**src/rtl/mem_pkg.sv**
```systemverilog
// Shared types and widths for the CPU-side memory access controller.
package mem_pkg;

  localparam int ADDR_W = 13;
  localparam int DATA_W = 8;

  typedef enum logic [2:0] {
    IDLE,
    FETCH_HI,
    FETCH_LO,
    LOAD,
    STORE,
    DONE
  } mem_state_t;

  typedef logic [2:0] opcode_t;

  typedef struct packed {
    opcode_t             opcode;
    logic [ADDR_W-1:0]   addr;
  } instr_t;

endpackage

```
**src/rtl/mem_wait_timer.sv**
```systemverilog
// Read-latency counter: counts 0..RD_LAT-1 while enabled, flags the final cycle.
module mem_wait_timer #(
  parameter int RD_LAT = 1
) (
  input  logic clk,
  input  logic rst,
  input  logic clr,
  input  logic en,
  output logic last
);

  localparam int CNT_W = 2;

  logic [CNT_W-1:0] count_q, count_d;

  assign last = (count_q == CNT_W'(RD_LAT - 1));

  always_comb begin
    count_d = count_q;
    if (clr) begin
      count_d = '0;
    end else if (en && !last) begin
      count_d = count_q + CNT_W'(1);
    end
  end

  always_ff @(posedge clk or posedge rst) begin
    if (rst) begin
      count_q <= '0;
    end else begin
      count_q <= count_d;
    end
  end

endmodule

```
**src/rtl/mem_access_ctrl.sv**
```systemverilog
// Sequences memory strobes for instruction fetch (two bytes), data load and data store.
module mem_access_ctrl
  import mem_pkg::*;
#(
  parameter int RD_LAT = 1
) (
  input  logic              clk,
  input  logic              rst,
  input  logic              fetch_req,
  input  logic [ADDR_W-1:0] pc,
  input  logic              ld_req,
  input  logic              st_req,
  input  logic [ADDR_W-1:0] data_addr,
  input  logic [DATA_W-1:0] st_data,
  output logic              busy,
  output logic              done,
  output logic [2*DATA_W-1:0] instr,
  output logic [DATA_W-1:0] ld_data,
  output logic [ADDR_W-1:0] mem_address,
  output logic [DATA_W-1:0] mem_wdata,
  output logic              mem_read,
  output logic              mem_write,
  input  logic [DATA_W-1:0] mem_rdata
);

  mem_state_t        state_q, state_d;
  logic [ADDR_W-1:0] mem_address_q, mem_address_d;
  logic [DATA_W-1:0] mem_wdata_q, mem_wdata_d;
  logic [DATA_W-1:0] instr_hi_q, instr_hi_d;
  logic [DATA_W-1:0] ld_data_q, ld_data_d;
  instr_t            instr_q, instr_d;
  logic              busy_q, busy_d;
  logic              done_q, done_d;
  logic              mem_read_q, mem_read_d;
  logic              mem_write_q, mem_write_d;
  logic              rd_last, wait_clr, wait_en;

  mem_wait_timer #(.RD_LAT(RD_LAT)) u_wait (
    .clk  (clk),
    .rst  (rst),
    .clr  (wait_clr),
    .en   (wait_en),
    .last (rd_last)
  );

  always_comb begin
    state_d       = state_q;
    mem_address_d = mem_address_q;
    mem_wdata_d   = mem_wdata_q;
    instr_hi_d    = instr_hi_q;
    instr_d       = instr_q;
    ld_data_d     = ld_data_q;
    mem_read_d    = 1'b0;
    mem_write_d   = 1'b0;
    done_d        = 1'b0;

    // Strobes are computed one state ahead so every memory-side output is a flop.
    case (state_q)
      IDLE: begin
        if (fetch_req) begin
          state_d       = FETCH_HI;
          mem_address_d = pc;
          mem_read_d    = 1'b1;
        end else if (ld_req) begin
          state_d       = LOAD;
          mem_address_d = data_addr;
          mem_read_d    = 1'b1;
        end else if (st_req) begin
          state_d       = STORE;
          mem_address_d = data_addr;
          mem_wdata_d   = st_data;
          mem_write_d   = 1'b1;
        end
      end
      FETCH_HI: begin
        mem_read_d = 1'b1;
        if (rd_last) begin
          instr_hi_d    = mem_rdata;
          state_d       = FETCH_LO;
          mem_address_d = mem_address_q + {{(ADDR_W-1){1'b0}}, 1'b1};
        end
      end
      FETCH_LO: begin
        mem_read_d = 1'b1;
        if (rd_last) begin
          instr_d    = instr_t'({instr_hi_q, mem_rdata});
          state_d    = DONE;
          mem_read_d = 1'b0;
          done_d     = 1'b1;
        end
      end
      LOAD: begin
        mem_read_d = 1'b1;
        if (rd_last) begin
          ld_data_d  = mem_rdata;
          state_d    = DONE;
          mem_read_d = 1'b0;
          done_d     = 1'b1;
        end
      end
      STORE: begin
        state_d = DONE;
        done_d  = 1'b1;
      end
      DONE: begin
        state_d = IDLE;
      end
      default: begin
        state_d = IDLE;
      end
    endcase

    busy_d   = (state_d != IDLE) && (state_d != DONE);
    wait_clr = (state_d != state_q);
    wait_en  = (state_q == FETCH_HI) || (state_q == FETCH_LO) || (state_q == LOAD);
  end

  always_ff @(posedge clk or posedge rst) begin
    if (rst) begin
      state_q       <= IDLE;
      mem_address_q <= '0;
      mem_wdata_q   <= '0;
      instr_hi_q    <= '0;
      instr_q       <= '0;
      ld_data_q     <= '0;
      busy_q        <= 1'b0;
      done_q        <= 1'b0;
      mem_read_q    <= 1'b0;
      mem_write_q   <= 1'b0;
    end else begin
      state_q       <= state_d;
      mem_address_q <= mem_address_d;
      mem_wdata_q   <= mem_wdata_d;
      instr_hi_q    <= instr_hi_d;
      instr_q       <= instr_d;
      ld_data_q     <= ld_data_d;
      busy_q        <= busy_d;
      done_q        <= done_d;
      mem_read_q    <= mem_read_d;
      mem_write_q   <= mem_write_d;
    end
  end

  assign busy        = busy_q;
  assign done        = done_q;
  assign instr       = instr_q;
  assign ld_data     = ld_data_q;
  assign mem_address = mem_address_q;
  assign mem_wdata   = mem_wdata_q;
  assign mem_read    = mem_read_q;
  assign mem_write   = mem_write_q;

endmodule

```
**config.mk**
```make
export PLATFORM = sky130hd
export DESIGN_NAME = mem_access_ctrl
export DESIGN_NICKNAME = d
export VERILOG_FILES = /design/src/rtl/mem_pkg.sv /design/src/rtl/mem_wait_timer.sv /design/src/rtl/mem_access_ctrl.sv
export SDC_FILE = /design/constraint.sdc
export NUM_CORES = 1
export LEC_CHECK = 0
export ABC_AREA = 1
export CORE_MARGIN = 2
export CORE_UTILIZATION = 50
export CTS_BUF_LIST = sky130_fd_sc_hd__clkbuf_4 sky130_fd_sc_hd__clkbuf_8 sky130_fd_sc_hd__clkbuf_16
export CTS_CLUSTER_DIAMETER = 150
export DETAILED_ROUTE_END_ITERATION = 8
export PLACE_DENSITY = 0.85
export SLEW_MARGIN = 20
export SYNTH_ARGS = -nofsm -noshare
export SYNTH_HDL_FRONTEND = slang
export SYNTH_SLANG_ARGS = --single-unit
```
**constraint.sdc**
```tcl
create_clock -name clk -period 5.3 [get_ports clk]
set_input_delay 1.06 -clock clk [delete_from_list [all_inputs] [get_ports clk]]
set_output_delay 1.06 -clock clk [all_outputs]
set_load 0.01 [all_outputs]
```
==> key figures, run 1 <==
Routing
  – Vias per cell: 5.12
  – Mean routed wirelength per cell: 13.6 µm
  – First-pass iteration count of the detailed router: 5
  – Routed Wire Length: about 7600 µm
  – DRC: 0
  – Vias after detailed routing: around 2800
  – Routed Antenna Nets: 0
  – Number of DRC markers in iteration 0: 130

Finish
  – Layout cell share with drive strength beyond 1: 0.0958
  – Storage element area: roughly 1600 µm²
  – Footprint of the multi-input gates: approximately 1300 µm²
  – N_diodes: 0
  – P&R area growth vs syn: 38.2%
  – # nets final: around 530
  – FILL cells: 476

Global route
  – Congestion Overflow GR: 0
  – Pin count of the biggest net entering global routing: 63
  – Initial antenna violation count: 0
  – First-pass GRT wire length: between 10000 and 15000 µm
  – Vias in the first global route: 2741
  – Total track usage: 0.237

Power and ir drop
  – Clock Power Share: 0.154
  – Int Pwr: 0.00145 W
  – Switching share of power: 0.405
  – Psw: between 0.0009 and 0.001 W
  – Combinational share of power: 0.488
  – Leak: 1.99 nW
  – VDD IR max: 0.327 mV
  – Flop pwr share: 0.359
  – Pwr dens: slightly below 600 nW/µm²
  – Total Power: 0.00244 W

Run status
  – Status: completed

Clock tree
  – Post-CTS setup buffer count: 0
  – Clk slew on worst S/H paths: approximately 0.07 ns
  – Clk_lat worst skew: about 0.34 ns
  – Max clock buf depth: 2
  – Cts hold-fix bufs: 0
  – Clock buffer count from CTS: 9
  – Post_cts resized: 0
  – Clk sinks: slightly above 60
  – CTS root buffer: clkbuf_8
  – CTS tree: done
  – H-tree depth: 3

Synth
  – Flops & latches, synth: 62
  – Seq/Total Area, Yosys: 0.508
  – Warning count from the yosys run: 0
  – Count leader, synth: nand2_1
  – Synth area leader: dfrtp_1
  – Top-area cell type share of the netlist area: 0.508
  – Syn Inst Count: 380
  – Syn_nets: 429
  – Yosys cell types: 30
  – Ys flop type: dfrtp_1
  – Synth async-reset ratio: 1.00
  – Post-synth top cells: 135 x nand2_1, 62 x dfrtp_1, 36 x inv_1
  – Area contributors post-synth: dfrtp_1 51%, nand2_1 17%, o21ai_0 5.7%, inv_1 4.4%, nand3_1 3.0%
  – Number of enable flip-flop cells after synthesis: 0
  – Avg Inst Size Synth: 8.03 µm²
  – Synth Cell Area: about 3000 µm²

STA
  – Final setup vio count: 0
  – RSZ-0062 raised after global routing: no
  – Fmax: roughly 350 MHz
  – Period utilization: 0.535
  – Skew final: 0.0112 ns
  – Worst slew pin tran: about 0.78 ns
  – Post-route minimum period: approximately 2.8 ns
  – Final number of hold-violating endpoints: 0
  – Post-route setup TNS: 0 ns
  – Max-slew violations: 0
  – Slew HR: 0.483

Job
  – Max-Cap Viols: 0

Critical path
  – Setup crit start: fetch_req
  – Reg2reg end: mem_address[4]
  – Reg2Reg Depth: 7
  – Reg-to-reg startpoint: mem_address[0]
  – R2r setup slk: around 3.6 ns
  – CP Class: input pin to flip-flop
  – Startpoint types: input pin
  – CP arrival: between 3 and 4 ns
  – CP required: between 5 and 6 ns
  – Endpoint class of the critical path: flip-flop
  – Setup crit end: mem_wdata[7]
  – Crit Path Max Fanout: 15

Floorplanning
  – Die area: approximately 6700 µm²
  – Die W: a little over 80 µm
  – Num rows: 28
  – # IOs: 96
  – Initial Utilization: 0.515
  – Die Span Y: approximately 82 µm
  – Core Region: a little under 6000 µm²

Placement
  – DP HPWL: roughly 5400 µm
  – Final estimated routing congestion in global placement: 0.872
  – IO Port Bufs: 95

Min path
  – HP Class: flip-flop to flip-flop
-- critical path, stage by stage --
cell and delay (ns):
clkdlybuf4s50_1 0.69, inv_2 0.38, nand2_2 0.14, inv_1 0.09, nand3_1 0.32, inv_2 0.27, nand2_1 0.09, nand2_1 0.07
-- flip-flops by register name, indices dropped and copies added, names as in the netlist --
register        cells
instr              16
mem_address        13
instr_hi_q          8
ld_data             8
mem_wdata           8
state_q             3
u_wait.count_q      2
busy                1
done                1
mem_read            1
mem_write           1
-- stage by stage --
stage	hold slack, ns	cells	setup slack [ns]	cell area, µm²	utilization
2_1_floorplan	0.501	380	2.70	3050	-
3_3_place_gp	0.467	540	2.29	4030	0.681
3_5_place_dp	0.472	540	2.13	4030	0.681
4_1_cts	0.495	555	2.47	4210	0.712
5_1_grt	0.514	555	2.29	4220	0.712
6_report	0.492	555	2.46	4220	0.712
-- final cells by class --
| cell class | count | area share |
|---|---|---|
| clock buffer | 12 | 0.0377 |
| tap | 75 | 0.0222 |
| timing repair buffer | 96 | 0.227 |
| clock inverter | 3 | 0.00475 |
| multi-input combinational | 266 | 0.303 |
| inverter | 41 | 0.0371 |
| sequential | 62 | 0.368 |
-- power by group through the flow --
stage / clock [W] / combinational, W / sequential [W]
global placement: 0 / 0.00115 / 0.000868
floorplan: 0 / 0.000616 / 0.000926
CTS: 0.000381 / 0.00120 / 0.000870
finish: 0.000376 / 0.00119 / 0.000875
global route: 0.000402 / 0.00132 / 0.000898
detailed placement: 0 / 0.00120 / 0.000872
-- cell families (layout without fill, tap and decap cells) --
logic type / after synthesis / after routing / synth area share
flops: 62 / 62 / 0.508
buf+inv: 52 / 152 / 0.0742
fa+ha+maj: 2 / 2 / 0.00820
compound gates: 71 / 71 / 0.139
simple gates: 192 / 192 / 0.268
xor+xnor: 1 / 1 / 0.00287
-- layout by cell type, fill, tap and decap left out, types with 2 or more instances in the layout --
master | synthesis | layout
nand2_1 | 135 | 135
clkdlybuf4s50_1 | 0 | 95
dfrtp_1 | 62 | 62
inv_1 | 36 | 35
o21ai_0 | 35 | 35
nor2_1 | 20 | 20
nand3_1 | 18 | 17
a21oi_1 | 16 | 16
clkbuf_8 | 0 | 11
o21ai_2 | 8 | 8
nor2_2 | 6 | 6
nand4_1 | 6 | 6
inv_2 | 4 | 5
a21oi_2 | 3 | 3
a21boi_0 | 3 | 3
nand2_4 | 2 | 2
nand3b_1 | 2 | 2
o211ai_1 | 2 | 2
a31oi_1 | 2 | 2
ha_1 | 2 | 2
clkinvlp_4 | 0 | 2
-- worst min-delay path by stage --
stage                        from       endpoint  slack [ns]  depth (start not counted)
floorplan           instr_hi_q[0]  instr_hi_q[0]        0.50                          2
global placement         instr[1]       instr[1]        0.47                          2
detailed placement   mem_wdata[1]   mem_wdata[1]        0.47                          2
CTS                      instr[0]       instr[0]        0.50                          2
global route             instr[6]       instr[6]        0.51                          2
finish                   instr[5]       instr[5]        0.49                          2
-- layer usage --
metal | routed length, µm | vias to the layer above | track usage
li1 | - | 1400 | -
met1 | 3170 | 1321 | 0.292
met2 | 3600 | 105 | 0.392
met3 | 692 | 13 | 0.0913
met4 | 102 | 0 | 0.0633
met5 | 0 | - | 0
No activity file was read; power rests on OpenSTA's default activity.
==> inputs of run 2 (changes only) <==
--- a/config.mk
+++ b/config.mk
@@ -7,11 +7,11 @@
 export LEC_CHECK = 0
 export ABC_AREA = 1
 export CORE_MARGIN = 2
-export CORE_UTILIZATION = 50
+export CORE_UTILIZATION = 47
 export CTS_BUF_LIST = sky130_fd_sc_hd__clkbuf_4 sky130_fd_sc_hd__clkbuf_8 sky130_fd_sc_hd__clkbuf_16
 export CTS_CLUSTER_DIAMETER = 150
 export DETAILED_ROUTE_END_ITERATION = 8
-export PLACE_DENSITY = 0.85
+export PLACE_DENSITY = 0.81
 export SLEW_MARGIN = 20
 export SYNTH_ARGS = -nofsm -noshare
 export SYNTH_HDL_FRONTEND = slang
==> constraint.sdc (replaced) <==
create_clock -name clk -period 2.81 [get_ports clk]
set_input_delay 0.562 -clock clk [delete_from_list [all_inputs] [get_ports clk]]
set_output_delay 0.562 -clock clk [all_outputs]
set_load 0.01 [all_outputs]
==> key figures, run 2 (synthesized netlist as in run 1, its figures left out) <==
Finish
  – Most frequent cells in the layout: 135 x nand2_1, 95 x clkdlybuf4s50_1, 62 x dfrtp_1
  – P&R area growth vs syn: 39.6%
  – N_diodes: 0
  – Layout cell share with drive strength beyond 1: 0.0994
  – Largest register FFs: 16
  – Final instance area: between 4000 and 5000 µm²
  – Post-layout util: 0.675
  – Final instance count without filler cells: between 500 and 600
  – # nets final: ~530
  – Most common cell after layout, fill and taps aside: nand2_1

STA
  – Fmax: 511 MHz
  – RSZ-0062 raised after global routing: no
  – Skew final: 0.00485 ns
  – Slew HR: 0.481
  – Final setup vio count: 0
  – Post-route minimum period: a little under 2 ns
  – Post-route setup TNS: 0 ns
  – Worst slew pin tran: slightly below 0.8 ns
  – Smallest setup slack after layout: approximately 0.85 ns
  – Period utilization: 0.697
  – Max-slew violations: 0
  – Final number of hold-violating endpoints: 0

Critical path
  – Crit path depth: 1
  – Family with the most delay on the worst path: buffers and inverters
  – Reg2Reg Depth: 8
  – CP arrival: between 1 and 1.5 ns
  – Endpoint class of the critical path: output pin
  – CP Class: flip-flop to output pin
  – CP required: around 2.3 ns
  – Crit-path max cell delay: approximately 0.60 ns
  – Crit-path cells: clkdlybuf4s50_1
  – WP buf/inv: 1
  – Startpoint types: flip-flop
  – Crit Path Max Fanout: 8
  – Critical-path top delay cell: clkdlybuf4s50_1

Global route
  – Pin count of the biggest net entering global routing: between 60 and 70
  – Total track usage: 0.227
  – Congestion Overflow GR: 0
  – First-pass GRT wire length: 13300 µm
  – Initial antenna violation count: 0
  – Vias in the first global route: approximately 3000

Clock tree
  – CTS tree: done
  – Clk slew on worst S/H paths: approximately 0.07 ns
  – Cts hold-fix bufs: 0
  – Clock buffer count from CTS: 9
  – Post_cts resized: 0
  – Clk_lat worst skew: ~0.33 ns
  – CTS root buffer: clkbuf_8
  – Post-CTS setup buffer count: 0
  – H-tree depth: 3
  – Clk sinks: between 60 and 70
  – Max clock buf depth: 2

Min path
  – Hold path depth: 2
  – HP Class: flip-flop to flip-flop

Power and ir drop
  – Leak: a little over 2 nW
  – VDD IR max: roughly 0.63 mV
  – Pwr dens: about 1100 nW/µm²

Routing
  – Routed Wire Length: about 7600 µm
  – Vias per cell: roughly 5.1
  – Number of DRC markers in iteration 0: between 100 and 150
  – DRC: 0
  – First-pass iteration count of the detailed router: 4
  – Routed Antenna Nets: 0
  – Vias after detailed routing: approximately 2800
  – Mean routed wirelength per cell: 13.6 µm

Run status
  – Status: completed

Floorplanning
  – Die area: slightly above 7000 µm²
  – Core Region: ~6300 µm²
  – Num rows: 29
  – # IOs: 96
  – Die W: approximately 85 µm
  – Die Span Y: roughly 85 µm
  – Initial Utilization: 0.483

Placement
  – DP HPWL: 5360 µm
  – Final estimated routing congestion in global placement: roughly 0.85
  – Cells after DPL: between 500 and 600
  – IO Port Bufs: 95
  – Pre-CTS setup slack: ~0.53 ns
  – Placed Area: just over 4000 µm²

Job
  – Max-Cap Viols: 0
[run 2: report_power, final]
part	switching (W)	total (W)	internal, W
Combinational	0.00120	0.00226	0.00106
Sequential	0.000324	0.00164	0.00132
Clock	0.000333	0.000810	0.000477
Total	0.00186	0.00471	0.00285
[run 2: layer usage]
metal | vias up | wire length [µm] | part of all wire | global-route usage
li1 | 1415 | - | - | -
met1 | 1316 | 3250 | 0.43 | 0.283
met2 | 106 | 3640 | 0.48 | 0.384
met3 | 2 | 673 | 0.089 | 0.0757
met4 | 0 | 20 | 0.0026 | 0.0519
met5 | - | 0 | 0 | 0
[run 2: worst min-delay path: cells and delay by family, from the launching register on]
| kind | cells | cell delay [ns] |
|---|---|---|
| AO/OA/AOI/OAI | 1 | 0.05 |
| AND/OR/NAND/NOR | 1 | 0.05 |
| flip-flops | 1 | 0.35 |
[run 2: layout make-up]
| type | count | area (µm²) |
|---|---|---|
| Timing Repair Buffer | 98 | 973 |
| Tap cell | 77 | 96.3 |
| Fill cell | 550 | 2050 |
| Clock inverter | 3 | 42.5 |
| Clock buffer | 13 | 166 |
| Sequential cell | 62 | 1550 |
| Inverter | 41 | 156 |
| Multi-Input combinational cell | 266 | 1270 |
[run 2: final timing paths]
path	slack (ns)	end	startpoint
min	0.49	instr[5]	instr[5]
max in group asynchronous	1.52	mem_wdata[7]	rst
min in group asynchronous	0.78	mem_address[3]	rst
max reg2reg	1.10	mem_address[11]	u_wait.count_q[0]
min reg2reg	0.49	instr[5]	instr[5]
max	0.85	mem_address[0]	mem_address[0]
[run 2: per-stage QoR]
step,total power (W),hold WS [ns]
floorplan,0.00291,0.501
global placement,0.00383,0.466
detailed placement,0.00390,0.474
CTS,0.00474,0.488
global route,0.00510,0.498
finish,0.00471,0.488
